[src/rtl/adder_pkg.sv]
// adder_pkg: shared constants and helpers for the pipelined adder family.
//   ADDER_DEFAULT_WIDTH / ADDER_DEFAULT_CHUNK : default operand and chunk widths
//   adder_stages()                            : number of pipeline stages
//   `ADDER_CHECK_CHUNKING(W, C)               : elaboration-time guard that W is a
//                                               multiple of C (use at module scope)
// No ports.

`ifndef ADDER_PKG_SV
`define ADDER_PKG_SV

`define ADDER_CHECK_CHUNKING(W, C) \
    if (((W) % (C)) != 0) begin : g_bad_chunking \
        $error("pipelined_adder: WIDTH (%0d) must be a multiple of CHUNK (%0d)", (W), (C)); \
    end

package adder_pkg;

    localparam int unsigned ADDER_DEFAULT_WIDTH = 16;
    localparam int unsigned ADDER_DEFAULT_CHUNK = 4;

    function automatic int unsigned adder_stages(input int unsigned width,
                                                 input int unsigned chunk);
        return width / chunk;
    endfunction

endpackage

`endif

[src/rtl/adder_chunk.sv]
// adder_chunk: combinational CHUNK-bit ripple-carry adder slice.
//   a, b       : chunk operands
//   carry_in   : carry into bit 0 of the chunk
//   sum        : chunk sum
//   carry_out  : carry out of the chunk MSB
//   carry_msb  : carry into the chunk MSB (used for signed overflow)

module adder_chunk
    import adder_pkg::*;
#(
    parameter int unsigned CHUNK = ADDER_DEFAULT_CHUNK
) (
    input  logic [CHUNK-1:0] a,
    input  logic [CHUNK-1:0] b,
    input  logic             carry_in,
    output logic [CHUNK-1:0] sum,
    output logic             carry_out,
    output logic             carry_msb
);

    always_comb begin : ripple
        logic c;
        c         = carry_in;
        sum       = '0;
        carry_msb = 1'b0;
        for (int unsigned i = 0; i < CHUNK; i++) begin
            if (i == CHUNK - 1) carry_msb = c;
            sum[i] = a[i] ^ b[i] ^ c;
            c      = (a[i] & b[i]) | (c & (a[i] ^ b[i]));
        end
        carry_out = c;
    end

endmodule

[src/rtl/pipelined_adder.sv]
// pipelined_adder: WIDTH-bit adder split into WIDTH/CHUNK ripple chunks, one
// chunk per pipeline stage, with valid/ready handshakes on both sides.
//   clk, rst              : clock, synchronous active-high reset
//   in_valid / in_ready   : input handshake (in_ready = global enable)
//   a, b, carry_in        : operands and carry into bit 0
//   sub                   : (only with ADDER_SUB_EN defined) compute a - b
//   out_valid / out_ready : output handshake
//   sum, carry_out        : {carry_out, sum} = a + b + carry_in
//   overflow              : signed overflow (carry into MSB ^ carry out)
// Optional feature macro: ADDER_SUB_EN.

module pipelined_adder
    import adder_pkg::*;
#(
    parameter int unsigned WIDTH = ADDER_DEFAULT_WIDTH,
    parameter int unsigned CHUNK = ADDER_DEFAULT_CHUNK
) (
    input  logic             clk,
    input  logic             rst,
    input  logic             in_valid,
    output logic             in_ready,
    input  logic [WIDTH-1:0] a,
    input  logic [WIDTH-1:0] b,
    input  logic             carry_in,
`ifdef ADDER_SUB_EN
    input  logic             sub,
`endif
    output logic             out_valid,
    input  logic             out_ready,
    output logic [WIDTH-1:0] sum,
    output logic             carry_out,
    output logic             overflow
);

    localparam int unsigned STAGES = adder_stages(WIDTH, CHUNK);

    `ADDER_CHECK_CHUNKING(WIDTH, CHUNK)

    logic              en;
    logic [STAGES-1:0] stage_valid;
    logic [WIDTH-1:0]  b_eff;
    logic              cin_eff;

`ifdef ADDER_SUB_EN
    // Subtraction is folded in at the input: a + ~b + 1 is an ordinary add of
    // a pre-inverted operand, so the mode travels implicitly with the data.
    assign b_eff   = sub ? ~b : b;
    assign cin_eff = sub ? 1'b1 : carry_in;
`else
    assign b_eff   = b;
    assign cin_eff = carry_in;
`endif

    // Global stall: every stage advances together or holds together.
    assign en        = !out_valid || out_ready;
    assign in_ready  = en;
    assign out_valid = stage_valid[STAGES-1];

    always_ff @(posedge clk) begin
        if (rst) begin
            stage_valid <= '0;
        end else if (en) begin
            stage_valid[0] <= in_valid;
            for (int unsigned k = 1; k < STAGES; k++) begin
                stage_valid[k] <= stage_valid[k-1];
            end
        end
    end

    // Stage k consumes chunk k of the skewed operands and appends its sum
    // chunk to the completed lower chunks, so the sum register grows by one
    // chunk per stage while the operand register shrinks by one chunk.
    for (genvar k = 0; k < STAGES; k++) begin : g_stage
        localparam int unsigned LO   = k * CHUNK;
        localparam int unsigned DONE = LO + CHUNK;

        logic [WIDTH-1:LO] a_in;
        logic [WIDTH-1:LO] b_in;
        logic              c_in;
        logic [DONE-1:0]   sum_d;
        logic [DONE-1:0]   sum_q;
        logic              carry_q;
        logic [CHUNK-1:0]  chunk_sum;
        logic              chunk_carry;
        logic              chunk_msb_carry;

        adder_chunk #(.CHUNK(CHUNK)) u_chunk (
            .a         (a_in[LO +: CHUNK]),
            .b         (b_in[LO +: CHUNK]),
            .carry_in  (c_in),
            .sum       (chunk_sum),
            .carry_out (chunk_carry),
            .carry_msb (chunk_msb_carry)
        );

        if (k == 0) begin : g_src
            assign a_in  = a;
            assign b_in  = b_eff;
            assign c_in  = cin_eff;
            assign sum_d = chunk_sum;
        end else begin : g_src
            assign a_in  = g_stage[k-1].g_skew.a_q;
            assign b_in  = g_stage[k-1].g_skew.b_q;
            assign c_in  = g_stage[k-1].carry_q;
            assign sum_d = {chunk_sum, g_stage[k-1].sum_q};
        end

        always_ff @(posedge clk) begin
            if (rst) begin
                sum_q   <= '0;
                carry_q <= 1'b0;
            end else if (en) begin
                sum_q   <= sum_d;
                carry_q <= chunk_carry;
            end
        end

        if (k < STAGES - 1) begin : g_skew
            logic [WIDTH-1:DONE] a_q;
            logic [WIDTH-1:DONE] b_q;
            logic                msb_carry_unused;

            assign msb_carry_unused = chunk_msb_carry;

            always_ff @(posedge clk) begin
                if (rst) begin
                    a_q <= '0;
                    b_q <= '0;
                end else if (en) begin
                    a_q <= a_in[WIDTH-1:DONE];
                    b_q <= b_in[WIDTH-1:DONE];
                end
            end
        end else begin : g_out
            logic overflow_q;

            always_ff @(posedge clk) begin
                if (rst) begin
                    overflow_q <= 1'b0;
                end else if (en) begin
                    overflow_q <= chunk_msb_carry ^ chunk_carry;
                end
            end

            assign sum       = sum_q;
            assign carry_out = carry_q;
            assign overflow  = overflow_q;
        end
    end

endmodule
[config.mk]
export PLATFORM = sky130hd
export DESIGN_NAME = pipelined_adder
export DESIGN_NICKNAME = d
export VERILOG_FILES = /design/src/rtl/adder_pkg.sv /design/src/rtl/adder_chunk.sv /design/src/rtl/pipelined_adder.sv
export SDC_FILE = /design/constraint.sdc
export NUM_CORES = 1
export LEC_CHECK = 0
export ABC_AREA = 0
export CORE_MARGIN = 2
export CORE_UTILIZATION = 53
export CTS_CLUSTER_SIZE = 25
export DETAILED_ROUTE_END_ITERATION = 8
export HOLD_SLACK_MARGIN = 0.06
export PLACE_DENSITY = 0.82
export SLEW_MARGIN = 20
export SYNTH_ARGS = -nofsm -noshare
export SYNTH_HDL_FRONTEND = slang
export SYNTH_SLANG_ARGS = --single-unit
[constraint.sdc]
create_clock -name clk -period 3.3 [get_ports clk]
set_input_delay 0.825 -clock clk [delete_from_list [all_inputs] [get_ports clk]]
set_output_delay 0.825 -clock clk [all_outputs]
set_load 0.03 [all_outputs]
==> flow_metrics.py <==
metrics = {
    "sta": {
        "setup_viol": 0,
        "tns_ns": 0,
        "max_freq_ghz": 0.343,
        "period_share": 0.884,
        "fin_skew_ns": 0.0112,
        "hold_violations": 0,
        "min_period_ns": 2.92,
        "rsz0062_at_grt": "false",
        "maxSlewHeadroom": 0.338,
        "fin_ws_ns": 0.383,
        "maxSlewViolCount": 0,
        "worstMarginPinSlew_ns": 0.993,
    },
    "die": {
        "dieArea_um2": 7860,
        "start_util": 0.553,
        "ioPinCount": 57,
        "die_x_um": 88.7,
        "fp-row-count": 30,
        "die_height_um": 88.7,
        "fp.coreArea_um2": 6870,
    },
    "power": {
        "ir_worst_vdd_mv": 0.270,
        "powerDensity_nw_per_um2": 498,
        "total_leakage_power_nw": 1.74,
    },
    "clock_tree": {
        "cts-hold-fix-buffers": 0,
        "numClockSinks": 97,
        "path_clk_slew_ns": 0.09,
        "cts.htree.levels": 3,
        "root_buffer": "clkbuf_8",
        "post_cts_resized": 0,
        "clk_latency_ns": 0.36,
        "numCtsBuffers": 9,
        "tritoncts": "done",
        "cts_setup_buffers": 0,
        "cts.path.max_buffers": 2,
    },
    "grt": {
        "grt_pass1_wl_um": 11300,
        "grt_use_total": 0.183,
        "antenna_found_initial": 0,
        "grt_max_degree": 109,
        "grt_pass1_vias": 2723,
        "grt-ovfl-total": 0,
    },
    "finish": {
        "n_antenna_cell": 0,
        "final_common_cell": "nand2_1",
        "fin_nets": 545,
        "most-common-layout-cells": "nand2_1 (168), dfxtp_1 (97), a21oi_1 (84)",
        "drive_above_1_share": 0.0443,
        "areaGrowthSynthToFinish_pct": 18.3,
    },
    "place": {
        "port_buffers": 56,
        "gp_congestion": 0.763,
        "dpl.hpwl_um": 4210,
        "dp_slack_ns": 0.176,
    },
    "critical_path": {
        "worst-path-max-fanout": 2,
        "end_kind": "output port",
        "worstPathArrival_ns": 2.09,
        "cp.required_ns": 2.47,
        "worstSetupStartpointType": "primary input",
        "critPathKind": "primary input to output port",
    },
    "routing": {
        "first_pass_iters": 5,
        "vias": 2826,
        "drtAntennaViolNets": 0,
        "drcViolationCount": 0,
        "wl_um": 6600,
        "drtIter0Drc": 172,
        "via_per_inst": 4.77,
        "wl_per_cell_um": 11.1,
    },
    "synth": {
        "netlist_instances": 454,
        "syn_nets": 507,
        "synthDistinctLibCells": 15,
        "syn-cell-area_um2": 3800,
        "ys_ff_latch": 97,
        "synth.yosys.seq_area_share": 0.511,
        "synth_warnings": 0,
        "syn_avg_cell_area_um2": 8.37,
    },
    "min_path": {
        "hold_class": "flop to flop",
    },
    "outcome": {
        "status": "complete, no violations",
    },
    "job": {
        "maxCapViolations": 0,
    },
}
[state kept, by name, indices dropped and copies added, names as in the netlist]
name,cells
carry_out,1
g_stage.carry_q,3
g_stage.g_skew.a_q,24
g_stage.g_skew.b_q,24
g_stage.sum_q,24
overflow,1
stage_valid,4
sum,16
[cells by family (layout without fill, tap and decap cells)]
group                    after synthesis  count (layout)  share of synthesized area
XOR/XNOR                               1               1                    0.00231
flip-flops                            97              97                      0.511
buffers and inverters                 61             104                     0.0846
adder cells (fa/ha/maj)               16              16                     0.0843
AND/OR/NAND/NOR                      183             183                      0.183
AO/OA/AOI/OAI                         96              96                      0.134
[where the power goes]
part	total, W	switching, W	internal [W]	leakage [nW]
combinational	0.000204	0.000104	0.0000999	0.841
clock	0.000768	0.000396	0.000372	0.0985
sequential	0.00127	0.0000345	0.00123	0.797
total	0.00224	0.000534	0.00171	1.74
[worst paths after layout]
kind	from	end	slack [ns]	cells after the start
max	out_ready	in_ready	0.38	4
min	g_stage[0].g_skew.a_q[11]	g_stage[1].g_skew.a_q[11]	0.45	2
max reg2reg	g_stage[2].carry_q	sum[15]	1.08	8
min reg2reg	g_stage[0].g_skew.a_q[11]	g_stage[1].g_skew.a_q[11]	0.45	2
[cell type report]
cell class / count / area (um2)
repair buffers: 59 / 578
flip-flops and latches: 97 / 1940
inverters: 29 / 114
clock inverters: 6 / 67.6
well taps: 96 / 120
fillers: 581 / 2370
multi-input cells: 296 / 1540
clock buffers: 10 / 138
[synth_stat cells (all sizes together)]
cell type,instances,share of area
nand2,168,0.17
dfxtp,97,0.51
a21oi,84,0.11
inv,29,0.030
buf,26,0.049
fa,16,0.084
nor2,14,0.014
a211oi,12,0.024
clkbuf,6,0.0059
nor2b,1,0.0036
xnor2,1,0.0023
[worst max-delay path, stage by stage]
cell	delay [ns]
clkdlybuf4s50_1	0.50
nor2b_4	0.07
inv_6	0.04
clkdlybuf4s50_1	0.65
[through the flow]
stage / power (W) / utilization / cell area [um2] / hold WS [ns] / instances
after global placement: 0.00149 / 0.625 / 4290 / 0.439 / 577
after detailed placement: 0.00150 / 0.625 / 4290 / 0.444 / 577
after CTS: 0.00226 / 0.654 / 4500 / 0.450 / 593
final: 0.00224 / 0.654 / 4500 / 0.451 / 593
after global routing: 0.00234 / 0.654 / 4500 / 0.471 / 593
after floorplan: 0.00141 / - / 3800 / 0.432 / 454
[routing by layer]
layer / wire [um] / track usage / share of wire
met1: 3180 / 0.229 / 0.48
met2: 3000 / 0.303 / 0.45
met3: 289 / 0.0317 / 0.044
met4: 137 / 0.0978 / 0.021
met5: 0 / 0 / 0
(Power assumes the default switching activity.)
